--- src/rtl/mc_pad_pkg.sv ---
// Shared types and defaults for the pad mux controller.
package mc_pad_pkg;

   typedef enum logic {
      ACTIVE = 1'b0,
      DRAIN  = 1'b1
   } mc_pad_mux_state_e;

   localparam int unsigned DefNumPads    = 8;
   localparam int unsigned DefNumSrcs    = 4;
   localparam int unsigned DefTurnCycles = 4;

   function automatic int unsigned clog2_min1(input int unsigned n);
      return (n > 1) ? $clog2(n) : 1;
   endfunction

endpackage

--- src/rtl/mc_pad_mux_ctrl_if.sv ---
// Config port of the pad mux controller: request/grant plus one-cycle read response.
interface mc_pad_mux_ctrl_if #(
   parameter int unsigned NumPads = mc_pad_pkg::DefNumPads,
   parameter int unsigned NumSrcs = mc_pad_pkg::DefNumSrcs
);
   localparam int unsigned SelW  = mc_pad_pkg::clog2_min1(NumSrcs);
   localparam int unsigned AddrW = mc_pad_pkg::clog2_min1(NumPads);

   logic             cfg_req_i;
   logic             cfg_we_i;
   logic [AddrW-1:0] cfg_addr_i;
   logic [SelW-1:0]  cfg_wdata_i;
   logic             cfg_gnt_o;
   logic             cfg_rvalid_o;
   logic [SelW:0]    cfg_rdata_o;

   modport master (
      output cfg_req_i, cfg_we_i, cfg_addr_i, cfg_wdata_i,
      input  cfg_gnt_o, cfg_rvalid_o, cfg_rdata_o
   );

   modport slave (
      input  cfg_req_i, cfg_we_i, cfg_addr_i, cfg_wdata_i,
      output cfg_gnt_o, cfg_rvalid_o, cfg_rdata_o
   );

endinterface

--- src/rtl/mc_pad_mux_chan.sv ---
// One pad: source select with break-before-make turnaround, registered pad outputs,
// and routing of the pad input back to the current owner only.
module mc_pad_mux_chan
   import mc_pad_pkg::*;
#(
   parameter int unsigned  NumSrcs    = DefNumSrcs,
   parameter int unsigned  TurnCycles = DefTurnCycles,
   localparam int unsigned SelW       = clog2_min1(NumSrcs)
) (
   input  logic               clk_i,
   input  logic               rst_ni,
   input  logic               wr_i,
   input  logic [SelW-1:0]    wsel_i,
   input  logic [NumSrcs-1:0] src_d_i,
   input  logic [NumSrcs-1:0] src_oe_i,
   output logic [NumSrcs-1:0] src_d_o,
   output logic               pad_d_o,
   output logic               pad_oe_o,
   input  logic               pad_d_i,
   output logic [SelW-1:0]    cur_sel_o,
   output logic               busy_o
);

   localparam int unsigned     CntW      = clog2_min1(TurnCycles);
   localparam logic [CntW-1:0] CntReload = CntW'(TurnCycles - 1);

   mc_pad_mux_state_e state_q;
   logic [CntW-1:0]   cnt_q;
   logic [SelW-1:0]   cur_sel_q;
   logic [SelW-1:0]   pend_sel_q;
   logic              pad_d_q;
   logic              pad_oe_q;

   // oe drops on the same edge that enters DRAIN, so the pad is released
   // TurnCycles+1 cycles before the new owner's oe is registered.
   always_ff @(posedge clk_i or negedge rst_ni) begin
      if (!rst_ni) begin
         state_q    <= ACTIVE;
         cnt_q      <= '0;
         cur_sel_q  <= '0;
         pend_sel_q <= '0;
         pad_d_q    <= 1'b0;
         pad_oe_q   <= 1'b0;
      end else begin
         pad_d_q <= src_d_i[cur_sel_q];
         unique case (state_q)
            ACTIVE: begin
               if (wr_i && (wsel_i != cur_sel_q)) begin
                  state_q    <= DRAIN;
                  pend_sel_q <= wsel_i;
                  cnt_q      <= CntReload;
                  pad_oe_q   <= 1'b0;
               end else begin
                  pad_oe_q <= src_oe_i[cur_sel_q];
               end
            end
            DRAIN: begin
               pad_oe_q <= 1'b0;
               if (wr_i) begin
                  pend_sel_q <= wsel_i;
                  cnt_q      <= CntReload;
               end else if (cnt_q == '0) begin
                  cur_sel_q <= pend_sel_q;
                  state_q   <= ACTIVE;
               end else begin
                  cnt_q <= cnt_q - 1'b1;
               end
            end
            default: state_q <= ACTIVE;
         endcase
      end
   end

   always_comb begin
      src_d_o = '0;
      if (state_q == ACTIVE) src_d_o[cur_sel_q] = pad_d_i;
   end

   assign pad_d_o   = pad_d_q;
   assign pad_oe_o  = pad_oe_q;
   assign cur_sel_o = cur_sel_q;
   assign busy_o    = (state_q == DRAIN);

endmodule

--- src/rtl/mc_pad_mux_ctrl.sv ---
// Pad mux controller: config decode and read response around one channel per pad.
module mc_pad_mux_ctrl
   import mc_pad_pkg::*;
#(
   parameter int unsigned NumPads    = DefNumPads,
   parameter int unsigned NumSrcs    = DefNumSrcs,
   parameter int unsigned TurnCycles = DefTurnCycles
) (
   input  logic                            clk_i,
   input  logic                            rst_ni,
   mc_pad_mux_ctrl_if.slave                cfg,
   input  logic [NumSrcs-1:0][NumPads-1:0] src_d_i,
   input  logic [NumSrcs-1:0][NumPads-1:0] src_oe_i,
   output logic [NumSrcs-1:0][NumPads-1:0] src_d_o,
   output logic [NumPads-1:0]              pad_d_o,
   output logic [NumPads-1:0]              pad_oe_o,
   input  logic [NumPads-1:0]              pad_d_i
);

   localparam int unsigned SelW  = clog2_min1(NumSrcs);
   localparam int unsigned AddrW = clog2_min1(NumPads);

   logic                           addr_ok;
   logic                           wdata_ok;
   logic                           wr_ok;
   logic [NumPads-1:0][SelW-1:0]   cur_sel;
   logic [NumPads-1:0]             busy;
   logic                           rvalid_q;
   logic [SelW:0]                  rdata_q;
   logic [SelW:0]                  rdata_d;

   // Out-of-range addresses or selects are dropped before they reach any channel.
   assign addr_ok  = 32'(cfg.cfg_addr_i) < NumPads;
   assign wdata_ok = 32'(cfg.cfg_wdata_i) < NumSrcs;
   assign wr_ok    = cfg.cfg_req_i && cfg.cfg_we_i && addr_ok && wdata_ok;

   for (genvar p = 0; p < NumPads; p++) begin : g_pad
      logic [NumSrcs-1:0] col_d;
      logic [NumSrcs-1:0] col_oe;
      logic [NumSrcs-1:0] col_ret;

      for (genvar s = 0; s < NumSrcs; s++) begin : g_src
         assign col_d[s]       = src_d_i[s][p];
         assign col_oe[s]      = src_oe_i[s][p];
         assign src_d_o[s][p]  = col_ret[s];
      end

      mc_pad_mux_chan #(
         .NumSrcs    (NumSrcs),
         .TurnCycles (TurnCycles)
      ) u_chan (
         .clk_i     (clk_i),
         .rst_ni    (rst_ni),
         .wr_i      (wr_ok && (cfg.cfg_addr_i == AddrW'(p))),
         .wsel_i    (cfg.cfg_wdata_i),
         .src_d_i   (col_d),
         .src_oe_i  (col_oe),
         .src_d_o   (col_ret),
         .pad_d_o   (pad_d_o[p]),
         .pad_oe_o  (pad_oe_o[p]),
         .pad_d_i   (pad_d_i[p]),
         .cur_sel_o (cur_sel[p]),
         .busy_o    (busy[p])
      );
   end

   always_comb begin
      rdata_d = '0;
      if (addr_ok) rdata_d = {busy[cfg.cfg_addr_i], cur_sel[cfg.cfg_addr_i]};
   end

   always_ff @(posedge clk_i or negedge rst_ni) begin
      if (!rst_ni) begin
         rvalid_q <= 1'b0;
         rdata_q  <= '0;
      end else begin
         rvalid_q <= cfg.cfg_req_i;
         if (cfg.cfg_req_i) rdata_q <= rdata_d;
      end
   end

   assign cfg.cfg_gnt_o    = cfg.cfg_req_i;
   assign cfg.cfg_rvalid_o = rvalid_q;
   assign cfg.cfg_rdata_o  = rdata_q;

endmodule
--- src/flat_wrapper.sv ---
// flat-port wrapper written by rule: the top's interface ports become plain ports
module mc_pad_mux_ctrl_flat import mc_pad_pkg::*;
#(
   parameter int unsigned NumPads    = DefNumPads,
   parameter int unsigned NumSrcs    = DefNumSrcs,
   parameter int unsigned TurnCycles = DefTurnCycles
)
  (clk_i, rst_ni, src_d_i, src_oe_i, src_d_o, pad_d_o, pad_oe_o, pad_d_i, cfg_cfg_req_i, cfg_cfg_we_i, cfg_cfg_addr_i, cfg_cfg_wdata_i, cfg_cfg_gnt_o, cfg_cfg_rvalid_o, cfg_cfg_rdata_o);
  mc_pad_mux_ctrl_if #(.NumPads(NumPads), .NumSrcs(NumSrcs)) cfg_i ();
  input  logic clk_i;
  input  logic rst_ni;
  input  logic [NumSrcs-1:0][NumPads-1:0] src_d_i;
  input  logic [NumSrcs-1:0][NumPads-1:0] src_oe_i;
  output logic [NumSrcs-1:0][NumPads-1:0] src_d_o;
  output logic [NumPads-1:0] pad_d_o;
  output logic [NumPads-1:0] pad_oe_o;
  input  logic [NumPads-1:0] pad_d_i;
  input wire logic [$bits(cfg_i.cfg_req_i)-1:0] cfg_cfg_req_i;
  input wire logic [$bits(cfg_i.cfg_we_i)-1:0] cfg_cfg_we_i;
  input wire logic [$bits(cfg_i.cfg_addr_i)-1:0] cfg_cfg_addr_i;
  input wire logic [$bits(cfg_i.cfg_wdata_i)-1:0] cfg_cfg_wdata_i;
  output wire logic [$bits(cfg_i.cfg_gnt_o)-1:0] cfg_cfg_gnt_o;
  output wire logic [$bits(cfg_i.cfg_rvalid_o)-1:0] cfg_cfg_rvalid_o;
  output wire logic [$bits(cfg_i.cfg_rdata_o)-1:0] cfg_cfg_rdata_o;
  assign cfg_i.cfg_req_i = cfg_cfg_req_i;
  assign cfg_i.cfg_we_i = cfg_cfg_we_i;
  assign cfg_i.cfg_addr_i = cfg_cfg_addr_i;
  assign cfg_i.cfg_wdata_i = cfg_cfg_wdata_i;
  assign cfg_cfg_gnt_o = cfg_i.cfg_gnt_o;
  assign cfg_cfg_rvalid_o = cfg_i.cfg_rvalid_o;
  assign cfg_cfg_rdata_o = cfg_i.cfg_rdata_o;
  mc_pad_mux_ctrl #(.NumPads(NumPads), .NumSrcs(NumSrcs), .TurnCycles(TurnCycles)) u_core (.clk_i(clk_i), .rst_ni(rst_ni), .cfg(cfg_i), .src_d_i(src_d_i), .src_oe_i(src_oe_i), .src_d_o(src_d_o), .pad_d_o(pad_d_o), .pad_oe_o(pad_oe_o), .pad_d_i(pad_d_i));
endmodule
--- config.mk ---
export PLATFORM = sky130hd
export DESIGN_NAME = mc_pad_mux_ctrl_flat
export DESIGN_NICKNAME = d
export VERILOG_FILES = /design/src/rtl/mc_pad_pkg.sv /design/src/rtl/mc_pad_mux_ctrl_if.sv /design/src/rtl/mc_pad_mux_chan.sv /design/src/rtl/mc_pad_mux_ctrl.sv /design/src/flat_wrapper.sv
export SDC_FILE = /design/constraint.sdc
export NUM_CORES = 1
export LEC_CHECK = 0
export BUFFER_PORTS_ARGS = -buffer_cell sky130_fd_sc_hd__buf_4
export CAP_MARGIN = 40
export CORE_MARGIN = 1
export CORE_UTILIZATION = 35
export CTS_CLUSTER_DIAMETER = 40
export CTS_CLUSTER_SIZE = 10
export DETAILED_ROUTE_END_ITERATION = 8
export GPL_TIMING_DRIVEN = 0
export PLACE_DENSITY = 0.62
export SLEW_MARGIN = 40
export SYNTH_ARGS = -nofsm -noshare
export SYNTH_HDL_FRONTEND = slang
export SYNTH_SLANG_ARGS = --single-unit
--- constraint.sdc ---
create_clock -name clk_i -period 3.8 [get_ports clk_i]
set_input_delay 0.38 -clock clk_i [delete_from_list [all_inputs] [get_ports clk_i]]
set_output_delay 0.38 -clock clk_i [all_outputs]
set_load 0.05 [all_outputs]
==> impl_metrics.ini, run 1 <==
[status]
outcome = finished clean

[timing]
finalHoldViolations = 0
rsz0062_at_grt = no
setup_viol = 0
layout_setup_ws_ns = 1.798
finalMaxSlewViolations = 0
tns_ns = 0
skew_ns = 0.005578
relSlewSlack_pct = 52.99
layout_worst_path_cycle_share_pct = 52.68
whs_ns = 0.05910
timing.fmax_mhz = 499.6
worst_slew_pin_slew_ns = 0.7051
period_needed_ns = 2.002

[power_and_ir_drop]
power_switching_mw = 1.917
clock_power_share_pct = 21.8
ir_drop_mv = 0.3287
p_sw_share_pct = 39.64
power_density_nw_per_um2 = 796.8
seqPwrFrac_pct = 26.5
pwr-share-comb_pct = 51.8
p_leak_nw = 2.917
p_int_mw = 2.919

[worst_hold_path]
hp-class = input port to async pin

[logic_synthesis]
netlist_instances = 387
yosys-top-cells-area = dfrtp_1, mux2_2, mux4_2
syn_area_um2 = 4508
synth_top_area_share_pct = 42.19
synth_seq_area_share_pct = 42.19
synth_seq_cells = 76
synth_edf_count = 0
syn_nets = 476
yosysTopAreaCell = dfrtp_1
ys_warn_count = 0
synth_ff_type = dfrtp_1
syn_avg_cell_area_um2 = 11.65
synth_cell_type_count = 47
ys_async_sr_fraction_pct = 100.0

[clock_tree]
cts_tree = done
cts_hold_buf = 0
cts_max_level = 3
clock_latency_ns = 0.33
clockRootBuffer = clkbuf_16
clkTransAtPathRegs_ns = 0.06
postCtsSetupBuffers = 0
cts_buffers = 9
cts_sinks = 76
clk_path_buf_depth = 2
cts.repair.resized = 0

[die]
io_pins = 134
core_um2 = 12570
die_h_um = 115.5
die-area_um2 = 13340
start_util_pct = 35.87
num_rows = 41
die-width_um = 115.5

[grt]
grt_overflow_total = 0
grt_pass1_wl_mm = 16.96
antenna_found_initial = 0
grt_pass1_vias = 3405
grt.total_usage_pct = 16.69
grt_start_max_net_pins = 77

[setup_path]
end_kind = primary output
crit_path_max_fanout = 10
r2r-end = u_core.g_pad[0].u_chan.cnt_q[0]
critPathKind = flop to primary output
rrSetupSlack_ns = 2.23
r2r_start = u_core.g_pad[0].u_chan.cur_sel_o[0]
cp.required_ns = 3.42
cp-start-kind = flop
r2r.worst_path.cells = 5
crit_arrival_ns = 1.62

[final_layout]
area_growth_pct = 34.64
insertedDiodeCount = 0
nFillCells = 1141
nNetsFinal = 617
drive_gt1_share_pct = 47.84

[place]
globalplace.congestion = 0.7668
hpwl_mm = 7.789
place_ws_ns = 2.069
port_buffers = 130

[detailed_routing]
drcViolationCount = 0
dr.pass1.iters = 4
ant_nets = 0
drtIter0Drc = 118
wl_per_cell_um = 14.84
vias_per_cell = 4.925
wl_mm = 10.46
vias = 3472

[job]
cap_violations = 0
==> power groups by stage <==
| stage | logic, mW | clock network [mW] | registers [mW] |
|---|---|---|---|
| finish | 2.50 | 1.05 | 1.28 |
| global route | 2.70 | 1.11 | 1.32 |
| CTS | 2.53 | 1.07 | 1.28 |
| detailed placement | 2.52 | 0 | 1.30 |
| global placement | 2.47 | 0 | 1.28 |
| floorplan | 1.88 | 0 | 1.29 |
==> cell usage after synthesis, drive strengths merged (2+ instances only) <==
library cell	instances
dfrtp	76
buf	41
mux2	32
inv	20
nand2	20
o21ai	19
nor2	18
mux4	16
mux2i	12
xnor2	12
nor4bb	10
nor3b	9
a2bb2oi	8
ha	8
and2	7
a21oi	6
a22o	6
a22oi	6
o211ai	6
o22ai	6
and3b	5
and4b	5
clkbuf	5
nor4b	5
and3	4
nand3	4
nor2b	4
xor2	4
nand2b	3
a21bo	2
o311ai	2
==> registers in the layout, indices dropped and copies added (netlist names) <==
register,flops
u_core.g_pad.u_chan.pend_sel_q,16
u_core.g_pad.u_chan.busy_o,8
u_core.g_pad.u_chan.cnt_q,16
u_core.cfg.cfg_rvalid_o,1
u_core.g_pad.u_chan.pad_d_o,8
u_core.g_pad.u_chan.cur_sel_o,16
u_core.cfg.cfg_rdata_o,3
u_core.g_pad.u_chan.pad_oe_o,8
==> final cells by class <==
cell class                      count  area, µm²  share of cell area (%)
Buffer                             46      290.3                   4.783
Clock buffer                       12      246.5                   4.061
Clock inverter                      4      120.1                   1.979
Inverter                           20      75.07                   1.237
Multi-Input combinational cell    245       2241                   36.92
Sequential cell                    76       1902                   31.33
Tap cell                          172      215.2                   3.546
Timing Repair Buffer              130      979.7                   16.14
==> worst max-delay path, stage by stage, from the launching register on <==
cell      delay, ns
dfrtp_1        0.35
clkbuf_1       0.23
nor4b_1        0.44
buf_4          0.27
==> logic make-up (layout without fill, tap and decap cells) <==
group	count (synthesis)	count (layout)	synth area share, %
AND/OR/NAND/NOR	98	98	15.54
adder cells (fa/ha/maj)	8	8	2.220
AO/OA/AOI/OAI	63	63	10.19
XOR/XNOR	16	16	3.108
buffers and inverters	66	212	8.104
flip-flops	76	76	42.19
multiplexers	60	60	18.65
==> stage by stage <==
stage / util (%) / area [µm²] / power, mW / cells
6_report: 48.29 / 6070 / 4.836 / 705
5_1_grt: 48.29 / 6070 / 5.131 / 705
4_1_cts: 48.29 / 6070 / 4.885 / 705
3_5_place_dp: 45.38 / 5703 / 3.816 / 689
3_3_place_gp: 45.35 / 5699 / 3.752 / 689
2_1_floorplan: - / 4508 / 3.171 / 387
==> placed cells by master, fill, tap and decap left out, drive strengths merged, types with 5 or more instances in the layout <==
master | netlist | routed
buf | 41 | 171
dfrtp | 76 | 76
mux2 | 32 | 32
inv | 20 | 20
nand2 | 20 | 20
o21ai | 19 | 19
nor2 | 18 | 18
clkbuf | 5 | 17
mux4 | 16 | 16
xnor2 | 12 | 12
mux2i | 12 | 12
nor4bb | 10 | 10
nor3b | 9 | 9
a2bb2oi | 8 | 8
ha | 8 | 8
and2 | 7 | 7
o211ai | 6 | 6
a21oi | 6 | 6
a22o | 6 | 6
a22oi | 6 | 6
o22ai | 6 | 6
nor4b | 5 | 5
and4b | 5 | 5
and3b | 5 | 5
==> worst max path at each step <==
stage,start,endpoint,slack (ns),depth (start not counted)
final,u_core.g_pad[1].u_chan.busy_o,src_d_o[1],1.80,3
after global routing,u_core.g_pad[1].u_chan.busy_o,src_d_o[1],1.68,3
after CTS,u_core.g_pad[1].u_chan.busy_o,src_d_o[1],1.75,3
after detailed placement,cfg_cfg_req_i,u_core.g_pad[0].u_chan.cur_sel_o[0],2.07,6
after global placement,cfg_cfg_req_i,u_core.g_pad[0].u_chan.cur_sel_o[0],2.10,6
after floorplan,u_core.g_pad[7].u_chan.busy_o,src_d_o[7],1.20,2
==> per-layer routing <==
layer	share of wire [%]	vias to the layer above	GRT usage, %
li1	-	1672	-
met1	43	1686	20.65
met2	50	104	28.46
met3	5.9	10	3.243
met4	1.4	0	7.100
met5	0	-	0
No activity file was read; power rests on OpenSTA's default activity.
==> run 2: changes to the inputs <==
--- a/config.mk
+++ b/config.mk
@@ -13,7 +13,7 @@
 export CTS_CLUSTER_SIZE = 10
 export DETAILED_ROUTE_END_ITERATION = 8
 export GPL_TIMING_DRIVEN = 0
-export PLACE_DENSITY = 0.62
+export PLACE_DENSITY = 0.64
 export SLEW_MARGIN = 40
 export SYNTH_ARGS = -nofsm -noshare
 export SYNTH_HDL_FRONTEND = slang
==> constraint.sdc (replaced) <==
create_clock -name clk_i -period 1.8 [get_ports clk_i]
set_input_delay 0.18 -clock clk_i [delete_from_list [all_inputs] [get_ports clk_i]]
set_output_delay 0.18 -clock clk_i [all_outputs]
set_load 0.05 [all_outputs]
==> impl_metrics.ini, run 2 (same netlist as run 1, synthesis figures left out) <==
[worst_hold_path]
holdPathStages = 2
hp-start = src_d_i[4]
hp-class = input port to flop
whs_endpoint = u_core.g_pad[4].u_chan.pad_d_o

[detailed_routing]
ant_nets = 0
wl_mm = 10.88
dr.pass1.iters = 4
drtIter0Drc = 99
vias_per_cell = 4.976
wl_per_cell_um = 15.47
drcViolationCount = 0
vias = 3498

[clock_tree]
postCtsSetupBuffers = 0
clk_path_buf_depth = 2
clock_latency_ns = 0.34
cts_max_level = 3
cts_sinks = 76
clockRootBuffer = clkbuf_16
cts_buffers = 9
cts_tree = done
clkTransAtPathRegs_ns = 0.06

[timing]
tns_ns = 0
rsz0062_at_grt = no
layout_worst_path_cycle_share_pct = 96.72
worst_slew_pin_slew_ns = 0.6944
timing.fmax_mhz = 574.4
period_needed_ns = 1.741
layout_setup_ws_ns = 0.05897
setup_viol = 0
relSlewSlack_pct = 53.71
finalMaxSlewViolations = 0
skew_ns = 0.005816
whs_ns = 0.1590
finalHoldViolations = 0

[place]
place_ws_ns = 0.2142
globalplace.congestion = 0.7708
dpl.cell_count = 689
hpwl_mm = 8.185
dpl-instance-area_um2 = 5774
port_buffers = 130

[grt]
antenna_found_initial = 0
grt_overflow_total = 0
grt_pass1_vias = 3611
grt_start_max_net_pins = 77
grt.total_usage_pct = 17.47
grt_pass1_wl_mm = 17.66

[die]
core_um2 = 12570
start_util_pct = 35.87
io_pins = 134
die-area_um2 = 13340
die_h_um = 115.5
die-width_um = 115.5
num_rows = 41

[final_layout]
area_growth_pct = 35.41
final_area_um2 = 6105
layout_common_cells = buf_4, dfrtp_1, mux2_2
drive_gt1_share_pct = 51.04
insertedDiodeCount = 0
finalNonFillerCells = 703
utilization_pct = 48.57
nNetsFinal = 615
nFillCells = 1154
layout_commonest_cell = buf_4

[setup_path]
critPathKind = input port to flop
cp-start-kind = input port
rrSetupSlack_ns = 0.21
r2r-end = u_core.g_pad[0].u_chan.cnt_q[0]
r2r_start = u_core.g_pad[0].u_chan.cur_sel_o[1]
crit_arrival_ns = 1.96
crit_path_max_fanout = 10
cp.required_ns = 2.02
r2r.worst_path.cells = 5
end_kind = flop

[status]
outcome = finished clean

[power_and_ir_drop]
pwr-share-comb_pct = 52.8
ir_drop_mv = 0.6971
clock_power_share_pct = 19.1
power_switching_mw = 4.152
total_power_mw = 10.04
p_sw_share_pct = 41.37
p_int_mw = 5.884
power_density_nw_per_um2 = 1644
seqPwrFrac_pct = 28.1
p_leak_nw = 2.924

[job]
cap_violations = 0
[run 2: cell types whose count changed in the layout (fill, tap and decap cells not counted), sizes merged]
cell	previous run	this run
clkbuf	17	10
clkinv	0	4
bufinv	4	2
dlygate4sd3	0	2
clkinvlp	0	1
[run 2: layout make-up]
class | instances | area [µm²] | share of cell area (%)
sequential | 76 | 1902 | 31.15
multi-input combinational | 245 | 2321 | 38.02
tap | 172 | 215.2 | 3.525
timing repair buffer | 132 | 999.7 | 16.38
clock buffer | 9 | 225.2 | 3.689
buffer | 42 | 275.3 | 4.509
clock inverter | 7 | 91.34 | 1.496
inverter | 20 | 75.07 | 1.230
[run 2: how the worst max path moves through the flow]
stage,from,endpoint,slack (ns),cells past startpoint
final,cfg_cfg_req_i,u_core.g_pad[0].u_chan.cur_sel_o[0],0.06,7
after global routing,u_core.g_pad[0].u_chan.busy_o,src_d_o[8],0.01,3
after CTS,u_core.g_pad[3].u_chan.busy_o,src_d_o[11],0.03,3
after detailed placement,u_core.g_pad[0].u_chan.cur_sel_o[0],u_core.g_pad[0].u_chan.cnt_q[0],0.21,5
after global placement,u_core.g_pad[0].u_chan.cur_sel_o[1],u_core.g_pad[0].u_chan.cnt_q[0],0.23,5
after floorplan,u_core.g_pad[7].u_chan.busy_o,src_d_o[15],-0.48,2
[run 2: power by group through the flow]
stage / sequential, mW / combinational [mW] / clock [mW]
4_1_cts: 2.71 / 5.47 / 1.96
6_report: 2.82 / 5.30 / 1.92
2_1_floorplan: 2.72 / 4.07 / 0
3_3_place_gp: 2.71 / 5.31 / 0
5_1_grt: 2.90 / 5.73 / 2.05
3_5_place_dp: 2.74 / 5.46 / 0
[run 2: worst max-delay path, stage by stage]
cell           delay, ns
dlygate4sd3_1       0.54
buf_4               0.14
buf_4               0.19
nand3b_4            0.10
buf_6               0.16
o211ai_1            0.27
mux2_2              0.38
[run 2: repair_timing]
| action | in CTS | in global routing |
|---|---|---|
| endpoints found under the hold margin | 76 | 1 |
| hold buffers | 1 | 1 |
| gates resized for setup | 0 | 2 |
| endpoints found under the setup margin | 0 | 12 |
[run 2: per-layer routing]
layer,up-vias,wire (µm),GRT usage (%)
li1,1672,-,-
met1,1706,4658,21.23
met2,108,5448,30.26
met3,12,653,5.073
met4,0,116,4.589
met5,-,0,0
